`src/rtl/plot_pkg.sv`:
```
// Shared definitions for the plotter move sequencer: register map, status/control
// bit positions, sequencer states and the queued move entry.
package plot_pkg;

  localparam logic [2:0] REG_DX      = 3'd0;
  localparam logic [2:0] REG_DY_PUSH = 3'd1;
  localparam logic [2:0] REG_PERIOD  = 3'd2;
  localparam logic [2:0] REG_STATUS  = 3'd3;
  localparam logic [2:0] REG_CTRL    = 3'd4;
  localparam logic [2:0] REG_POS_X   = 3'd5;
  localparam logic [2:0] REG_POS_Y   = 3'd6;

  localparam int ST_BUSY      = 0;
  localparam int ST_FULL      = 1;
  localparam int ST_EMPTY     = 2;
  localparam int ST_COUNT_LSB = 3;
  localparam int ST_OVF       = 8;

  localparam int CTRL_EN    = 0;
  localparam int CTRL_ABORT = 1;

  localparam logic [15:0] PERIOD_RST = 16'd1000;

  typedef enum logic [2:0] {
    IDLE  = 3'd0,
    LOAD  = 3'd1,
    SETUP = 3'd2,
    PULSE = 3'd3,
    GAP   = 3'd4
  } seq_state_t;

  typedef struct packed {
    logic signed [15:0] dx;
    logic signed [15:0] dy;
  } move_t;

  // Magnitude of a signed delta; -32768 saturates so the result fits 15 bits.
  function automatic logic [15:0] mag16(input logic signed [15:0] v);
    logic [15:0] r;
    if (v == 16'sh8000) begin
      r = 16'd32767;
    end else if (v < 16'sd0) begin
      r = $unsigned(-v);
    end else begin
      r = $unsigned(v);
    end
    return r;
  endfunction

endpackage

```
`src/rtl/plot_move_sequencer_move_fifo.sv`:
```
// Synchronous FIFO of queued moves with push, pop and flush; a push into a full
// queue is accepted when a pop happens on the same edge.
module move_fifo
  import plot_pkg::*;
#(
  parameter int DEPTH = 4
) (
  input  logic       clk,
  input  logic       rst_n,
  input  logic       push,
  input  logic       pop,
  input  logic       flush,
  input  move_t      din,
  output move_t      dout,
  output logic [4:0] count,
  output logic       full,
  output logic       empty
);

  localparam int AW = $clog2(DEPTH);

  move_t          mem_r [DEPTH];
  logic [AW-1:0]  wr_ptr_r;
  logic [AW-1:0]  rd_ptr_r;
  logic [4:0]     count_r;
  logic           push_ok_s;
  logic           pop_ok_s;

  assign full      = (count_r == 5'(DEPTH));
  assign empty     = (count_r == 5'd0);
  assign count     = count_r;
  assign dout      = mem_r[rd_ptr_r];
  assign pop_ok_s  = pop & ~empty;
  assign push_ok_s = push & (~full | pop_ok_s);

  // Pointer and occupancy bookkeeping
  always_ff @(posedge clk or negedge rst_n) begin
    if (!rst_n) begin
      wr_ptr_r <= {AW{1'b0}};
      rd_ptr_r <= {AW{1'b0}};
      count_r  <= 5'd0;
    end else if (flush) begin
      wr_ptr_r <= {AW{1'b0}};
      rd_ptr_r <= {AW{1'b0}};
      count_r  <= 5'd0;
    end else begin
      if (push_ok_s) wr_ptr_r <= wr_ptr_r + 1'b1;
      if (pop_ok_s)  rd_ptr_r <= rd_ptr_r + 1'b1;
      case ({push_ok_s, pop_ok_s})
        2'b10:   count_r <= count_r + 5'd1;
        2'b01:   count_r <= count_r - 5'd1;
        default: count_r <= count_r;
      endcase
    end
  end

  // Entry storage
  always_ff @(posedge clk) begin
    if (push_ok_s && !flush) mem_r[wr_ptr_r] <= din;
  end

endmodule

```
`src/rtl/plot_move_sequencer.sv`:
```
// APB3 plotter move sequencer: queued relative moves, Bresenham step/dir generation.
// Optional absolute position counters when POS_TRACK_EN is defined.
module plot_move_sequencer
  import plot_pkg::*;
#(
  parameter int FIFO_DEPTH = 4,
  parameter int PULSE_W    = 8,
  parameter int DIR_SETUP  = 16
) (
  input  logic        PCLK,
  input  logic        PRESERN,
  input  logic        PSEL,
  input  logic        PENABLE,
  input  logic        PWRITE,
  input  logic [31:0] PADDR,
  input  logic [31:0] PWDATA,
  output logic [31:0] PRDATA,
  output logic        PREADY,
  output logic        PSLVERR,
  output logic        step1,
  output logic        dir1,
  output logic        step2,
  output logic        dir2
);

  logic               wr_s, rd_setup_s, push_s, pop_s, abort_s, push_drop_s;
  logic [2:0]         addr_s;
  logic               unused_s;
  logic signed [15:0] dx_r;
  logic [15:0]        period_reg_r;
  logic               enable_r, ovf_r;
  logic [31:0]        rdata_r, rd_mux_s;
  move_t              push_entry_s, fifo_dout_s, move_r;
  logic [4:0]         fifo_count_s;
  logic               fifo_full_s, fifo_empty_s;
  seq_state_t         state_r;
  logic [15:0]        cnt_r, remaining_r, major_r, minor_r, period_r;
  logic               x_major_r;
  logic signed [16:0] err_r, err_dec_s, err_next_s;
  logic               err_neg_s, pulse_entry_s, gap_entry_s;
  logic [15:0]        mag_x_s, mag_y_s, major_s, minor_s, eff_period_s;
  logic               x_major_s;
  logic               step1_r, step2_r, dir1_r, dir2_r;

  assign addr_s       = PADDR[4:2];
  assign unused_s     = ^{PADDR[31:5], PADDR[1:0], PWDATA[31:16]};
  assign wr_s         = PSEL & PENABLE & PWRITE;
  assign rd_setup_s   = PSEL & ~PENABLE & ~PWRITE;
  assign push_s       = wr_s & (addr_s == REG_DY_PUSH);
  assign abort_s      = wr_s & (addr_s == REG_CTRL) & PWDATA[CTRL_ABORT];
  assign pop_s        = (state_r == IDLE) & enable_r & ~fifo_empty_s & ~abort_s;
  assign push_drop_s  = push_s & fifo_full_s & ~pop_s;
  assign push_entry_s = '{dx: dx_r, dy: PWDATA[15:0]};

  assign PREADY  = 1'b1;
  assign PSLVERR = push_drop_s;
  assign PRDATA  = rdata_r;
  assign step1   = step1_r;
  assign step2   = step2_r;
  assign dir1    = dir1_r;
  assign dir2    = dir2_r;

  move_fifo #(.DEPTH(FIFO_DEPTH)) u_fifo (
    .clk   (PCLK),
    .rst_n (PRESERN),
    .push  (push_s),
    .pop   (pop_s),
    .flush (abort_s),
    .din   (push_entry_s),
    .dout  (fifo_dout_s),
    .count (fifo_count_s),
    .full  (fifo_full_s),
    .empty (fifo_empty_s)
  );

  // Move geometry, Bresenham error update and effective step period
  always_comb begin
    mag_x_s   = mag16(move_r.dx);
    mag_y_s   = mag16(move_r.dy);
    x_major_s = (mag_x_s >= mag_y_s);
    if (x_major_s) begin
      major_s = mag_x_s;
      minor_s = mag_y_s;
    end else begin
      major_s = mag_y_s;
      minor_s = mag_x_s;
    end
    err_dec_s = err_r - $signed({1'b0, minor_r});
    err_neg_s = err_dec_s[16];
    if (err_neg_s) begin
      err_next_s = err_dec_s + $signed({1'b0, major_r});
    end else begin
      err_next_s = err_dec_s;
    end
    if (period_reg_r > 16'(PULSE_W)) begin
      eff_period_s = period_reg_r;
    end else begin
      eff_period_s = 16'(PULSE_W + 1);
    end
  end

  assign pulse_entry_s = ~abort_s & (cnt_r == 16'd0) &
                         ((state_r == SETUP) | ((state_r == GAP) & (remaining_r != 16'd0)));
  assign gap_entry_s   = ~abort_s & (cnt_r == 16'd0) & (state_r == PULSE);

  // Register file writes and sticky overflow
  always_ff @(posedge PCLK or negedge PRESERN) begin
    if (!PRESERN) begin
      dx_r         <= 16'sd0;
      period_reg_r <= PERIOD_RST;
      enable_r     <= 1'b0;
      ovf_r        <= 1'b0;
    end else begin
      if (wr_s && addr_s == REG_DX)     dx_r         <= PWDATA[15:0];
      if (wr_s && addr_s == REG_PERIOD) period_reg_r <= PWDATA[15:0];
      if (wr_s && addr_s == REG_CTRL)   enable_r     <= PWDATA[CTRL_EN];
      if (push_drop_s) begin
        ovf_r <= 1'b1;
      end else if (wr_s && addr_s == REG_STATUS && PWDATA[ST_OVF]) begin
        ovf_r <= 1'b0;
      end
    end
  end

  // Sequencer state, move geometry latch and direction outputs
  always_ff @(posedge PCLK or negedge PRESERN) begin
    if (!PRESERN) begin
      state_r     <= IDLE;
      cnt_r       <= 16'd0;
      remaining_r <= 16'd0;
      major_r     <= 16'd0;
      minor_r     <= 16'd0;
      x_major_r   <= 1'b1;
      move_r      <= '{dx: 16'sd0, dy: 16'sd0};
      dir1_r      <= 1'b0;
      dir2_r      <= 1'b0;
    end else if (abort_s) begin
      state_r <= IDLE;
      cnt_r   <= 16'd0;
    end else begin
      case (state_r)
        IDLE: begin
          if (pop_s) begin
            move_r  <= fifo_dout_s;
            state_r <= LOAD;
          end
        end
        LOAD: begin
          major_r     <= major_s;
          minor_r     <= minor_s;
          remaining_r <= major_s;
          x_major_r   <= x_major_s;
          if (move_r.dx > 16'sd0) dir1_r <= 1'b1;
          else if (move_r.dx < 16'sd0) dir1_r <= 1'b0;
          if (move_r.dy > 16'sd0) dir2_r <= 1'b1;
          else if (move_r.dy < 16'sd0) dir2_r <= 1'b0;
          if (major_s == 16'd0) begin
            state_r <= IDLE;
          end else begin
            state_r <= SETUP;
            cnt_r   <= 16'(DIR_SETUP - 1);
          end
        end
        SETUP: begin
          if (cnt_r == 16'd0) begin
            state_r <= PULSE;
            cnt_r   <= 16'(PULSE_W - 1);
          end else begin
            cnt_r <= cnt_r - 16'd1;
          end
        end
        PULSE: begin
          if (cnt_r == 16'd0) begin
            state_r     <= GAP;
            cnt_r       <= period_r - 16'(PULSE_W + 1);
            remaining_r <= remaining_r - 16'd1;
          end else begin
            cnt_r <= cnt_r - 16'd1;
          end
        end
        GAP: begin
          if (cnt_r == 16'd0) begin
            if (remaining_r == 16'd0) begin
              state_r <= IDLE;
            end else begin
              state_r <= PULSE;
              cnt_r   <= 16'(PULSE_W - 1);
            end
          end else begin
            cnt_r <= cnt_r - 16'd1;
          end
        end
        default: state_r <= IDLE;
      endcase
    end
  end

  // Step outputs, error term and period sampled at each step rise
  always_ff @(posedge PCLK or negedge PRESERN) begin
    if (!PRESERN) begin
      step1_r  <= 1'b0;
      step2_r  <= 1'b0;
      err_r    <= 17'sd0;
      period_r <= PERIOD_RST;
    end else if (abort_s) begin
      step1_r <= 1'b0;
      step2_r <= 1'b0;
    end else if (state_r == LOAD) begin
      err_r <= $signed({2'b00, major_s[15:1]});
    end else if (pulse_entry_s) begin
      step1_r  <= x_major_r | err_neg_s;
      step2_r  <= ~x_major_r | err_neg_s;
      err_r    <= err_next_s;
      period_r <= eff_period_s;
    end else if (gap_entry_s) begin
      step1_r <= 1'b0;
      step2_r <= 1'b0;
    end
  end

`ifdef POS_TRACK_EN
  logic signed [31:0] pos_x_r, pos_y_r;
  logic               x_step_s, y_step_s;

  assign x_step_s = pulse_entry_s & (x_major_r | err_neg_s);
  assign y_step_s = pulse_entry_s & (~x_major_r | err_neg_s);

  // Absolute position counters; software loads take priority over steps
  always_ff @(posedge PCLK or negedge PRESERN) begin
    if (!PRESERN) begin
      pos_x_r <= 32'sd0;
      pos_y_r <= 32'sd0;
    end else begin
      if (wr_s && addr_s == REG_POS_X) pos_x_r <= PWDATA;
      else if (x_step_s) pos_x_r <= dir1_r ? pos_x_r + 32'sd1 : pos_x_r - 32'sd1;
      if (wr_s && addr_s == REG_POS_Y) pos_y_r <= PWDATA;
      else if (y_step_s) pos_y_r <= dir2_r ? pos_y_r + 32'sd1 : pos_y_r - 32'sd1;
    end
  end
`endif

  // Read data mux
  always_comb begin
    rd_mux_s = 32'd0;
    case (addr_s)
      REG_DX:     rd_mux_s = {16'd0, dx_r};
      REG_PERIOD: rd_mux_s = {16'd0, period_reg_r};
      REG_STATUS: begin
        rd_mux_s[ST_BUSY]              = (state_r != IDLE);
        rd_mux_s[ST_FULL]              = fifo_full_s;
        rd_mux_s[ST_EMPTY]             = fifo_empty_s;
        rd_mux_s[ST_COUNT_LSB +: 5]    = fifo_count_s;
        rd_mux_s[ST_OVF]               = ovf_r;
      end
      REG_CTRL:   rd_mux_s = {31'd0, enable_r};
`ifdef POS_TRACK_EN
      REG_POS_X:  rd_mux_s = pos_x_r;
      REG_POS_Y:  rd_mux_s = pos_y_r;
`endif
      default:    rd_mux_s = 32'd0;
    endcase
  end

  // Read data captured in the setup phase, presented during access
  always_ff @(posedge PCLK or negedge PRESERN) begin
    if (!PRESERN) begin
      rdata_r <= 32'd0;
    end else if (rd_setup_s) begin
      rdata_r <= rd_mux_s;
    end else if (!PSEL) begin
      rdata_r <= 32'd0;
    end
  end

endmodule

```
`config.mk`:
```
export PLATFORM = sky130hd
export DESIGN_NAME = plot_move_sequencer
export DESIGN_NICKNAME = d
export VERILOG_FILES = /design/src/rtl/plot_pkg.sv /design/src/rtl/plot_move_sequencer_move_fifo.sv /design/src/rtl/plot_move_sequencer.sv
export SDC_FILE = /design/constraint.sdc
export NUM_CORES = 1
export LEC_CHECK = 0
export BUFFER_PORTS_ARGS = -buffer_cell sky130_fd_sc_hd__buf_2
export CORE_ASPECT_RATIO = 2
export CORE_MARGIN = 1.5
export CORE_UTILIZATION = 60
export DETAILED_ROUTE_END_ITERATION = 10
export PLACE_DENSITY_LB_ADDON = 0.25
export SYNTH_ARGS = -nofsm -noshare
export SYNTH_HDL_FRONTEND = slang
export SYNTH_HIERARCHICAL = 1
export SYNTH_SLANG_ARGS = --single-unit
export TNS_END_PERCENT = 20
```
`constraint.sdc`:
```
create_clock -name PCLK -period 7.1 [get_ports PCLK]
set_input_delay 0.71 -clock PCLK [delete_from_list [all_inputs] [get_ports PCLK]]
set_output_delay 0.71 -clock PCLK [all_outputs]
set_load 0.01 [all_outputs]
```
==> flow_summary.toml <==
[clock_tree]
cts_sinks = 324
clkTransAtPathRegs_ps = 70
worstSkewPairLatency_ps = 570
cts-resized-gates = 0
postCtsSetupBuffers = 0
htree_levels = 1
cts_buffers = 27
holdBufCountCts = 0
clockBufferDepth = 3
cts_tree = "done"
clock-root-buffer = "clkbuf_16"

[final_layout]
nets = 1771
fill_cells = 2186
diodes = 0
final_area_um2 = 19000
synthToLayoutAreaGrowth_pct = 8.946
postLayoutCoreUtil_pct = 66.12
drive_above_1_share_pct = 16.27

[floorplanning]
ioPinCount = 107
chipWidth_um = 123.6
start_util_pct = 60.69
core_area_um2 = 28740
num_rows = 88
die_h_um = 244.1
die_area_um2 = 30160

[pwr]
power.leakage_nw = 7.793
p_seq_share_pct = 28.2
p_int_mw = 5.669
power_density_nw_per_um2 = 528.6
ir_drop_uv = 281.7
pwr-share-comb_pct = 55.0
switching_share_pct = 43.55
p_clk_share_pct = 16.7
switching_power_mw = 4.374

[synth]
yosysTopAreaCell = "dfrtp_1"
synth_common_cells = "183 x dfrtp_1, 173 x nand2_1, 128 x edfxtp_1, 118 x o21ai_0, 115 x nor2_1"
synthArstFlopShare_pct = 60.49
ys_ff_latch = 324
synth-seq-area-share_pct = 50.25
ys_warn_count = 6
synth_ff_type = "dfrtp_1"
synth_top_area_share_pct = 26.26
syn_area_per_cell_um2 = 10.81
synthCells = 1614
synth_edf_count = 128
synth_area_leaders = "dfrtp_1 26%, edfxtp_1 22%, ha_1 4.3%, mux4_2 4.1%, mux2_2 4.0%"
synthDistinctLibCells = 87
syn_area_um2 = 17440
synth.most_common_cell = "dfrtp_1"

[critical_path]
cp_max_fo = 24
start_kind = "flop"
cp_slowest_cell = "o22ai_4"
endpoint_kind = "flop"
path_class = "flop to flop"
crit_chain = "inv_1, ha_1, or3b_2, or3_1, o21ai_0, a21oi_1, a31oi_1, inv_1, ha_1, a2111oi_0, nor4_1, o2111ai_1, a21oi_1, o22ai_4, buf_4, mux2i_1, a31oi_1, a21o_1"
crit_path_max_incr_delay_ps = 570
required_ps = 7550
r2r_cells = 18
cp_data_arrival_time_ps = 6030

[detailed_routing]
wirelength_um = 44160
ant_nets = 0
num_vias = 12860
wl_per_cell_um = 21.86
drc_errors = 0
drt-pass1-iter-count = 5
drt_first_iter_violations = 714
routed_via_density = 6.365

[place]
post_dp_cell_area_um2 = 18000
numPortBuffers = 44
dp_hpwl_um = 32110
pre_cts_ws_ps = 1547
place_congestion = 0.9388

[sta]
fin_crit_ps = 5576
period_share_pct = 78.54
tightest_slew_ps = 1090
hold_viol = 0
setup_ws_ps = 1524
tns_ps = 0
max_freq_mhz = 179.3
setup_violations = 0
rsz0062_at_grt = "no"
clock_skew_ps = 15.83
hold_ws_ps = 214.1
slew_headroom_pct = 27.34
report.final.slew_viol_count = 0

[grt]
antenna_found_initial = 0
grt_pass1_vias = 13030
track_usage_pct = 30.24
grt_max_degree = 128
grt_pass1_wl_um = 69320
gr-total-overflow = 0

[outcome]
outcome = "completed"

[worst_hold_path]
hold_class = "input port to async pin"

[flow_run]
maxCapViolCount = 0
## cell usage in the layout, fill, tap and decap left out, types with 22 or more instances in the layout
| master | count |
|---|---|
| ha_1 | 60 |
| xor2_1 | 22 |
| edfxtp_1 | 128 |
| buf_4 | 26 |
| mux4_2 | 32 |
| o21ai_0 | 118 |
| mux2i_1 | 40 |
| inv_1 | 66 |
| dfrtp_1 | 182 |
| nand2_1 | 172 |
| nor4_1 | 28 |
| nand3_1 | 27 |
| mux2_2 | 62 |
| buf_2 | 43 |
| nor2_1 | 114 |
| a21oi_1 | 85 |
| clkbuf_16 | 27 |
| xnor2_1 | 26 |
| nor3_1 | 41 |
## critical path: cells and delay by family (launching register included)
kind	cells	cell delay, ps
AO/OA/AOI/OAI	9	2420
AND/OR/NAND/NOR	3	1150
buffers and inverters	3	620
flip-flops	1	440
multiplexers	1	440
adder cells (fa/ha/maj)	2	410
## metrics by stage
step                total power, mW  instances
global route                  10.74       2020
global placement              8.143       1970
CTS                           10.04       2020
detailed placement            8.317       1970
floorplan                     6.931       1629
finish                        10.04       2020
## state kept, by name (all words and copies together), names as in the netlist, 2 cells and up
register	cells
u_fifo/mem_r	128
move_r	32
err_r	17
PRDATA	16
cnt_r	16
dx_r	16
major_r	16
minor_r	16
period_r	16
period_reg_r	16
remaining_r	16
u_fifo/count	5
state_r	3
u_fifo/rd_ptr_r	2
u_fifo/wr_ptr_r	2
## final timing paths
path                                  start                 end  slack [ps]
worst max-delay path              move_r[0]           err_r[10]        1520
worst min-delay path                PRESERN          major_r[1]         210
worst max register to register    move_r[0]           err_r[10]        1520
worst min register to register  period_r[9]         period_r[9]         470
max in group asynchronous           PRESERN     period_reg_r[2]        5340
min in group PCLK                 PWDATA[9]  u_fifo/mem_r[0][9]         400
## layer usage
metal | track usage [%] | vias to the layer above | routed length, um
li1 | - | 6003 | -
met1 | 31.50 | 6307 | 15030
met2 | 56.01 | 405 | 24000
met3 | 2.542 | 143 | 1786
met4 | 20.32 | 0 | 3344
met5 | 0 | - | 0
## kinds of logic (layout without fill, tap and decap cells)
family	after synthesis	after routing	synth area share [%]
simple gates	492	492	13.47
compound gates	393	393	14.85
flops	324	324	50.25
buf+inv	158	189	3.896
mux	134	134	10.43
fa+ha+maj	63	63	4.649
xor+xnor	48	48	2.410
other cells	2	17	0.04306
## final cells by class
class,count,area [um2],area share (%)
multi-input cells,1147,8098,42.62
inverters,69,259.0,1.363
well taps,360,450.4,2.371
clock inverters,19,292.8,1.541
repair buffers,70,424.2,2.232
clock buffers,31,710.7,3.740
flip-flops and latches,324,8766,46.13
## power by group through the flow
stage | clock (mW) | combinational (mW) | sequential [mW]
after floorplan | 0 | 4.27 | 2.66
after global routing | 1.77 | 6.08 | 2.90
final | 1.68 | 5.53 | 2.84
after CTS | 1.70 | 5.51 | 2.82
after detailed placement | 0 | 5.46 | 2.86
after global placement | 0 | 5.31 | 2.84
Note: power is estimated with default switching activity, not from simulation.
